$ cat config.mk
export PLATFORM = sky130hd
export DESIGN_NAME = wave_sel_ctrl
export DESIGN_NICKNAME = d
export VERILOG_FILES = /design/src/rtl/dds_pkg.sv /design/src/rtl/key_filter.sv /design/src/rtl/wave_sel_ctrl.sv
export SDC_FILE = /design/constraint.sdc
export NUM_CORES = 1
export LEC_CHECK = 0
export CORE_ASPECT_RATIO = 1.75
export CORE_MARGIN = 2
export CORE_UTILIZATION = 61
export DETAILED_ROUTE_END_ITERATION = 10
export PLACE_DENSITY = 0.79
export RECOVER_POWER = 25
export SYNTH_ARGS = -nofsm -noshare
export SYNTH_HDL_FRONTEND = slang
export SYNTH_SLANG_ARGS = --single-unit
$ cat constraint.sdc
create_clock -name sys_clk -period 2.5 [get_ports sys_clk]
set_input_delay 0.375 -clock sys_clk [delete_from_list [all_inputs] [get_ports sys_clk]]
set_output_delay 0.375 -clock sys_clk [all_outputs]
set_load 0.005 [all_outputs]
$ cat src/rtl/dds_pkg.sv
// Shared DDS front-panel definitions: one-hot waveform codes, debounce FSM
// encoding and the priority pick used when several keys flag together.
package dds_pkg;

  localparam logic [3:0] WAVE_SINE   = 4'b0001;
  localparam logic [3:0] WAVE_SQUARE = 4'b0010;
  localparam logic [3:0] WAVE_TRI    = 4'b0100;
  localparam logic [3:0] WAVE_SAW    = 4'b1000;

  typedef enum logic [1:0] {
    S_UP    = 2'd0,
    S_DB_DN = 2'd1,
    S_DOWN  = 2'd2,
    S_DB_UP = 2'd3
  } db_state_e;

  // Lowest-indexed set flag wins; an all-zero input falls back to sine.
  function automatic logic [3:0] prio_onehot(input logic [3:0] flags);
    logic [3:0] code;
    code = WAVE_SINE;
    if (flags[0])      code = WAVE_SINE;
    else if (flags[1]) code = WAVE_SQUARE;
    else if (flags[2]) code = WAVE_TRI;
    else if (flags[3]) code = WAVE_SAW;
    return code;
  endfunction

endpackage

$ cat src/rtl/key_filter.sv
// One push-button: two-flop synchroniser, press/release debounce FSM and a
// registered one-cycle pulse on each accepted press.
module key_filter
  import dds_pkg::*;
#(
  parameter int CNT_MAX = 999_999,
  parameter int CNT_W   = 20
) (
  input  logic clk_i,
  input  logic rst_i,
  input  logic key_n_i,
  output logic press_o
);

  localparam logic [CNT_W-1:0] CNT_LAST = CNT_W'(CNT_MAX);

  logic             sync1_q;
  logic             key_s_q;
  db_state_e        state_q, state_d;
  logic [CNT_W-1:0] cnt_q, cnt_d;
  logic             press_q, press_d;

  always_ff @(posedge clk_i) begin
    if (rst_i) begin
      sync1_q <= 1'b1;
      key_s_q <= 1'b1;
      state_q <= S_UP;
      cnt_q   <= '0;
      press_q <= 1'b0;
    end else begin
      sync1_q <= key_n_i;
      key_s_q <= sync1_q;
      state_q <= state_d;
      cnt_q   <= cnt_d;
      press_q <= press_d;
    end
  end

  always_comb begin
    state_d = state_q;
    cnt_d   = cnt_q;
    case (state_q)
      S_UP: begin
        if (!key_s_q) begin
          state_d = S_DB_DN;
          cnt_d   = '0;
        end
      end
      S_DB_DN: begin
        if (key_s_q)                state_d = S_UP;
        else if (cnt_q == CNT_LAST) state_d = S_DOWN;
        else                        cnt_d   = cnt_q + CNT_W'(1);
      end
      S_DOWN: begin
        if (key_s_q) begin
          state_d = S_DB_UP;
          cnt_d   = '0;
        end
      end
      S_DB_UP: begin
        if (!key_s_q)               state_d = S_DOWN;
        else if (cnt_q == CNT_LAST) state_d = S_UP;
        else                        cnt_d   = cnt_q + CNT_W'(1);
      end
      default: state_d = S_UP;
    endcase
  end

  // The pulse fires on the same edge that moves the FSM into S_DOWN.
  always_comb begin
    press_d = (state_q == S_DB_DN) && !key_s_q && (cnt_q == CNT_LAST);
  end

  assign press_o = press_q;

endmodule

$ cat src/rtl/wave_sel_ctrl.sv
// Front-panel waveform selector: four debounced keys feed a flag register,
// and the lowest flagged key's one-hot code is latched into wave_sel.
module wave_sel_ctrl
  import dds_pkg::*;
#(
  parameter int CNT_MAX = 999_999,
  parameter int CNT_W   = 20
) (
  input  logic       sys_clk,
  input  logic       sys_rst,
  input  logic [3:0] key_n,
  output logic [3:0] key_flag,
  output logic [3:0] wave_sel
);

  logic [3:0] press;
  logic [3:0] key_flag_q;
  logic [3:0] wave_sel_q, wave_sel_d;

  for (genvar g = 0; g < 4; g++) begin : g_key
    key_filter #(
      .CNT_MAX (CNT_MAX),
      .CNT_W   (CNT_W)
    ) u_key_filter (
      .clk_i   (sys_clk),
      .rst_i   (sys_rst),
      .key_n_i (key_n[g]),
      .press_o (press[g])
    );
  end

  always_comb begin
    wave_sel_d = wave_sel_q;
    if (|key_flag_q) wave_sel_d = prio_onehot(key_flag_q);
  end

  always_ff @(posedge sys_clk) begin
    if (sys_rst) begin
      key_flag_q <= 4'b0000;
      wave_sel_q <= WAVE_SINE;
    end else begin
      key_flag_q <= press;
      wave_sel_q <= wave_sel_d;
    end
  end

  assign key_flag = key_flag_q;
  assign wave_sel = wave_sel_q;

endmodule
==> impl_metrics.json, run 1 <==
{
  "num_io_pins": 14,
  "clkPwrFrac": 0.432,
  "drv_cap": 0,
  "post_cts_resize_count": 0,
  "cts-root-buf": "clkbuf_16",
  "ys_seq_area_frac": 0.423,
  "switching_power_mw": 0.710,
  "crit_chain": "or4b_4 -> nor4_4 -> a31oi_1 -> nand2b_1 -> a21oi_1",
  "startpoint_type": "register",
  "swShare": 0.222,
  "pwr-share-comb": 0.026,
  "ant_nets": 0,
  "dieArea_sq_mm": 0.00915,
  "holdCritStartpoint": "sys_rst",
  "hold_class": "in2reg",
  "vias": 4437,
  "synth_edf_count": 0,
  "wire_per_inst_microns": 15.3,
  "yosysUniqueCellTypes": 65,
  "critical_path_class": "reg2reg",
  "cts_buffers": 9,
  "cts_tree": "built",
  "ys.flop_type": "dfxtp_1",
  "num_rows": 44,
  "regToRegStartpoint": "g_key[1].u_key_filter.cnt_q[7]",
  "dp_hpwl_microns": 7600,
  "vias_per_cell": 6.32,
  "route.detailed.drc": 0,
  "fin_crit_sh": 0.827,
  "final_area_sq_mm": 0.00562,
  "tns_ps": 0,
  "grt_pass1_wl_microns": 18700,
  "die_width_microns": 73.2,
  "synth_common_cells": "dfxtp_1 (108), nor2_1 (58), nand2_1 (56), a21oi_1 (31)",
  "rsz0062_at_grt": "false",
  "status": "complete, no violations",
  "hold_viol_final": 0,
  "drt_iter0_drc": 221,
  "io_buffers": 13,
  "syn_area_sq_mm": 0.00511,
  "relSlewSlack": 0.198,
  "drive_gt1_frac": 0.0820,
  "clkTransAtPathRegs_ps": 70,
  "grt_max_degree": 30,
  "peakVddDrop_uv": 505,
  "drt_pre_antenna_iters": 4,
  "yosysMostFrequentCell": "dfxtp_1",
  "synth.largest_area_cell": "dfxtp_1",
  "setup_viol": 0,
  "initial_core_util": 0.622,
  "globalplace.congestion": 0.845,
  "worst_slew_pin_slew_ps": 1200,
  "cp-end-kind": "register",
  "clock.fmax_mhz": 484,
  "post_cts_buffers": 0,
  "fp.coreArea_sq_mm": 0.00820,
  "ys_ff_latch": 108,
  "period_needed_ps": 2070,
  "areaGrowthSynthToFinish_pct": 10.1,
  "required_ps": 2770,
  "power_density_mw_per_mm2": 570,
  "syn_inst": 591,
  "synth_top_cell_area_share": 0.423,
  "cp_slowest_cell": "or4b_4",
  "syn_avg_cell_area_sq_um": 8.64,
  "h-tree-depth": 3,
  "syn_nets": 601,
  "yosys_warnings": 0,
  "antenna_cells": 0,
  "power.leakage_nw": 1.89,
  "layout.nets": 615,
  "cp_max_fo": 8,
  "clock_skew_ps": 7.47,
  "synth.area.top_cells": "dfxtp_1 (42%), xnor2_1 (4.8%), nor2_1 (4.3%)",
  "wl_microns": 10800,
  "antenna_found_initial": 0,
  "grt_overflow": 0,
  "power_frac_seq": 0.542,
  "track_usage": 0.250,
  "synthArstFlopShare": 0,
  "slowest_delay_ps": 560,
  "slew_viol_final": 0,
  "die_h_microns": 125,
  "critPathLaunch": "g_key[1].u_key_filter.cnt_q[7]",
  "grt_pass1_vias": 4277,
  "cts_buffer_depth": 2,
  "p_int_mw": 2.49,
  "clk_latency_ps": 350,
  "hold_buffers": 0,
  "cp.arrival_ps": 2340,
  "cts_sinks": 108,
  "placed_area_sq_mm": 0.00534
}
## critical path: cells and delay by family, from the launching register on
kind               cells  cell delay (ps)
and+or+nand+nor        3             1270
AOI/OAI and AO/OA      2              370
DFF                    1              350
## logic make-up (layout without fill, tap and decap cells)
kind of cell,after synthesis,count (layout),synth area share
AND/OR/NAND/NOR,298,298,0.327
flip-flops,108,108,0.423
XOR/XNOR,47,47,0.0806
adder cells (fa/ha/maj),4,4,0.00980
buffers and inverters,28,47,0.0213
AO/OA/AOI/OAI,103,103,0.131
multiplexers,3,3,0.00613
## final cells by class
cell class                      count  area [sq um]
Inverter                            9          33.8
Fill cell                         685          2580
Tap cell                           92           115
Clock inverter                      5          40.0
Timing Repair Buffer               22           183
Sequential cell                   108          2160
Multi-Input combinational cell    455          2840
Clock buffer                       11           253
## cells in the final DEF (no fill, tap or decap), drive strengths merged, types with 7 or more instances in the layout
cell and n:
inv 12, buf 7, and4 11, a31oi 15, dfxtp 108, nand3 27
nor4 15, or3 15, a21oi 32, or4 10, nand2 56, nor3 20
nand4 28, o21ai 18, and3 13, or2 10, xor2 19, clkbuf 14
xnor2 28, nor2 58, dlygate4sd3 9
## worst paths after layout
check / endpoint / slack [ps] / cells past startpoint
worst max-delay path: g_key[1].u_key_filter.cnt_q[0] / 430 / 5
worst min-delay path: g_key[3].u_key_filter.cnt_q[0] / 320 / 2
worst max register to register: g_key[1].u_key_filter.cnt_q[0] / 430 / 5
worst min register to register: g_key[3].u_key_filter.key_s_q / 420 / 1
## flip-flops by register name (all words and copies together), names as in the netlist, named ones only
| register | count |
|---|---|
| g_key.u_key_filter.press_o | 4 |
| wave_sel | 4 |
| g_key.u_key_filter.state_q | 4 |
| g_key.u_key_filter.key_s_q | 4 |
| g_key.u_key_filter.sync1_q | 4 |
| g_key.u_key_filter.cnt_q | 80 |
| key_flag | 4 |
## power groups by stage
stage               Combinational [mW]  Sequential, mW  Clock, mW
finish                          0.0826            1.74       1.38
global route                    0.0919            1.74       1.48
CTS                             0.0862            1.74       1.42
detailed placement              0.0856            1.78          0
global placement                0.0834            1.78          0
floorplan                       0.0582            1.77          0
## metrics by stage
step | setup slack [ps] | total power [mW] | hold WS [ps] | instances | util
after floorplan | 686 | 1.83 | 389 | 591 | -
after global placement | 561 | 1.86 | 393 | 686 | 0.651
after detailed placement | 490 | 1.86 | 402 | 686 | 0.651
after CTS | 441 | 3.25 | 313 | 702 | 0.687
after global routing | 216 | 3.31 | 342 | 702 | 0.685
final | 434 | 3.20 | 318 | 702 | 0.685
## layer usage
metal / up-vias / track usage / wire length, microns
met5: - / 0 / 0
met4: 0 / 0.132 / 272
met3: 17 / 0.0290 / 290
met2: 87 / 0.443 / 5750
met1: 2124 / 0.282 / 4440
li1: 2209 / - / -
(Power assumes the default switching activity.)
==> run 2: changes to the inputs <==
==> constraint.sdc (replaced) <==
create_clock -name sys_clk -period 2.15 [get_ports sys_clk]
set_input_delay 0.3225 -clock sys_clk [delete_from_list [all_inputs] [get_ports sys_clk]]
set_output_delay 0.3225 -clock sys_clk [all_outputs]
set_load 0.005 [all_outputs]
==> impl_metrics.json, run 2 (synthesized netlist as in run 1, its figures left out) <==
{
  "fin_crit_sh": 0.936,
  "cp_max_fo": 7,
  "slew_viol_final": 0,
  "relSlewSlack": 0.191,
  "initial_core_util": 0.622,
  "num_io_pins": 14,
  "hold_buffers": 0,
  "hold_viol_final": 0,
  "drt_pre_antenna_iters": 4,
  "cp.arrival_ps": 2280,
  "globalplace.congestion": 0.849,
  "power.leakage_nw": 1.96,
  "wl_microns": 11000,
  "peakVddDrop_uv": 490,
  "track_usage": 0.254,
  "clock.fmax_mhz": 497,
  "wire_per_inst_microns": 15.3,
  "h-tree-depth": 3,
  "die_width_microns": 73.2,
  "num_rows": 44,
  "critical_path_class": "reg2reg",
  "dp_hpwl_microns": 7740,
  "route.detailed.drc": 0,
  "drt_iter0_drc": 447,
  "areaGrowthSynthToFinish_pct": 12.0,
  "regMostFlops": "g_key.u_key_filter.cnt_q",
  "layout.nets": 628,
  "drv_cap": 0,
  "antenna_found_initial": 0,
  "grt_pass1_wl_microns": 18900,
  "cts_buffers": 9,
  "ant_nets": 0,
  "post-place-ws_ps": 147,
  "vias_per_cell": 6.28,
  "largest_reg_flops": 80,
  "dieArea_sq_mm": 0.00915,
  "startpoint_type": "register",
  "power_density_mw_per_mm2": 652,
  "required_ps": 2420,
  "fp.coreArea_sq_mm": 0.00820,
  "die_h_microns": 125,
  "drive_gt1_frac": 0.0965,
  "cts-root-buf": "clkbuf_16",
  "cts_buffer_depth": 2,
  "grt_max_degree": 30,
  "antenna_cells": 0,
  "cts_tree": "built",
  "mostFrequentLayoutCells": "dfxtp_1 (108), nor2_1 (58), nand2_1 (56), a21oi_1 (31)",
  "vias": 4486,
  "clock_skew_ps": 5.57,
  "io_buffers": 13,
  "cp-end-kind": "register",
  "worst_slew_pin_slew_ps": 1210,
  "final_common_cell": "dfxtp_1",
  "grt_overflow": 0,
  "period_needed_ps": 2010,
  "rsz0062_at_grt": "false",
  "clkTransAtPathRegs_ps": 70,
  "setup_ws_ps": 138,
  "grt_pass1_vias": 4300,
  "cts_sinks": 108,
  "clk_latency_ps": 340,
  "hold_class": "in2reg",
  "setup_viol": 0,
  "status": "complete, no violations",
  "tns_ps": 0
}
-- run 2: worst max-delay path: stages (launching register included) --
cell,delay [ps]
dfxtp_1,430
ha_1,270
and2_1,190
nand4_1,160
or3_1,460
mux2_2,300
a21oi_1,140
-- run 2: per-layer routing --
| metal | vias to the layer above | wire, microns | track usage |
|---|---|---|---|
| li1 | 2229 | - | - |
| met1 | 2133 | 4450 | 0.287 |
| met2 | 108 | 5930 | 0.453 |
| met3 | 16 | 350 | 0.0403 |
| met4 | 0 | 220 | 0.111 |
| met5 | - | 0 | 0 |
-- run 2: what timing repair did --
action,CTS,global route
setup endpoints to repair,0,5
setup buffers,0,2
resized for setup,0,2
-- run 2: where the power goes --
part,switching (mW),internal (mW)
Combinational,0.0689,0.0358
Sequential,0.00966,2.01
Clock,0.710,0.898
-- run 2: cell type report --
cell class	instances	area [sq um]
Clock buffer	11	233
Clock inverter	4	51.3
Fill cell	657	2480
Inverter	9	33.8
Multi-Input combinational cell	455	2850
Sequential cell	108	2160
Tap cell	92	115
Timing Repair Buffer	35	277
-- run 2: path summary, 6_finish.rpt --
path	startpoint	endpoint	slack (ps)	cells after the start
max	g_key[3].u_key_filter.cnt_q[0]	g_key[3].u_key_filter.cnt_q[0]	140	6
min	sys_rst	g_key[3].u_key_filter.cnt_q[3]	200	2
max reg2reg	g_key[3].u_key_filter.cnt_q[0]	g_key[3].u_key_filter.cnt_q[0]	140	6
min reg2reg	g_key[3].u_key_filter.sync1_q	g_key[3].u_key_filter.key_s_q	410	1
-- run 2: per-stage QoR --
stage                     std cells   util  total power, mW  hold slack, ps  area, sq um
after floorplan                 591      -             2.13             389         5110
after global placement          697  0.661             2.17             393         5420
after detailed placement        697  0.661             2.17             402         5420
after CTS                       712  0.696             3.77             201         5710
after global routing            714  0.697             3.86             226         5720
final                           714  0.697             3.73             204         5720
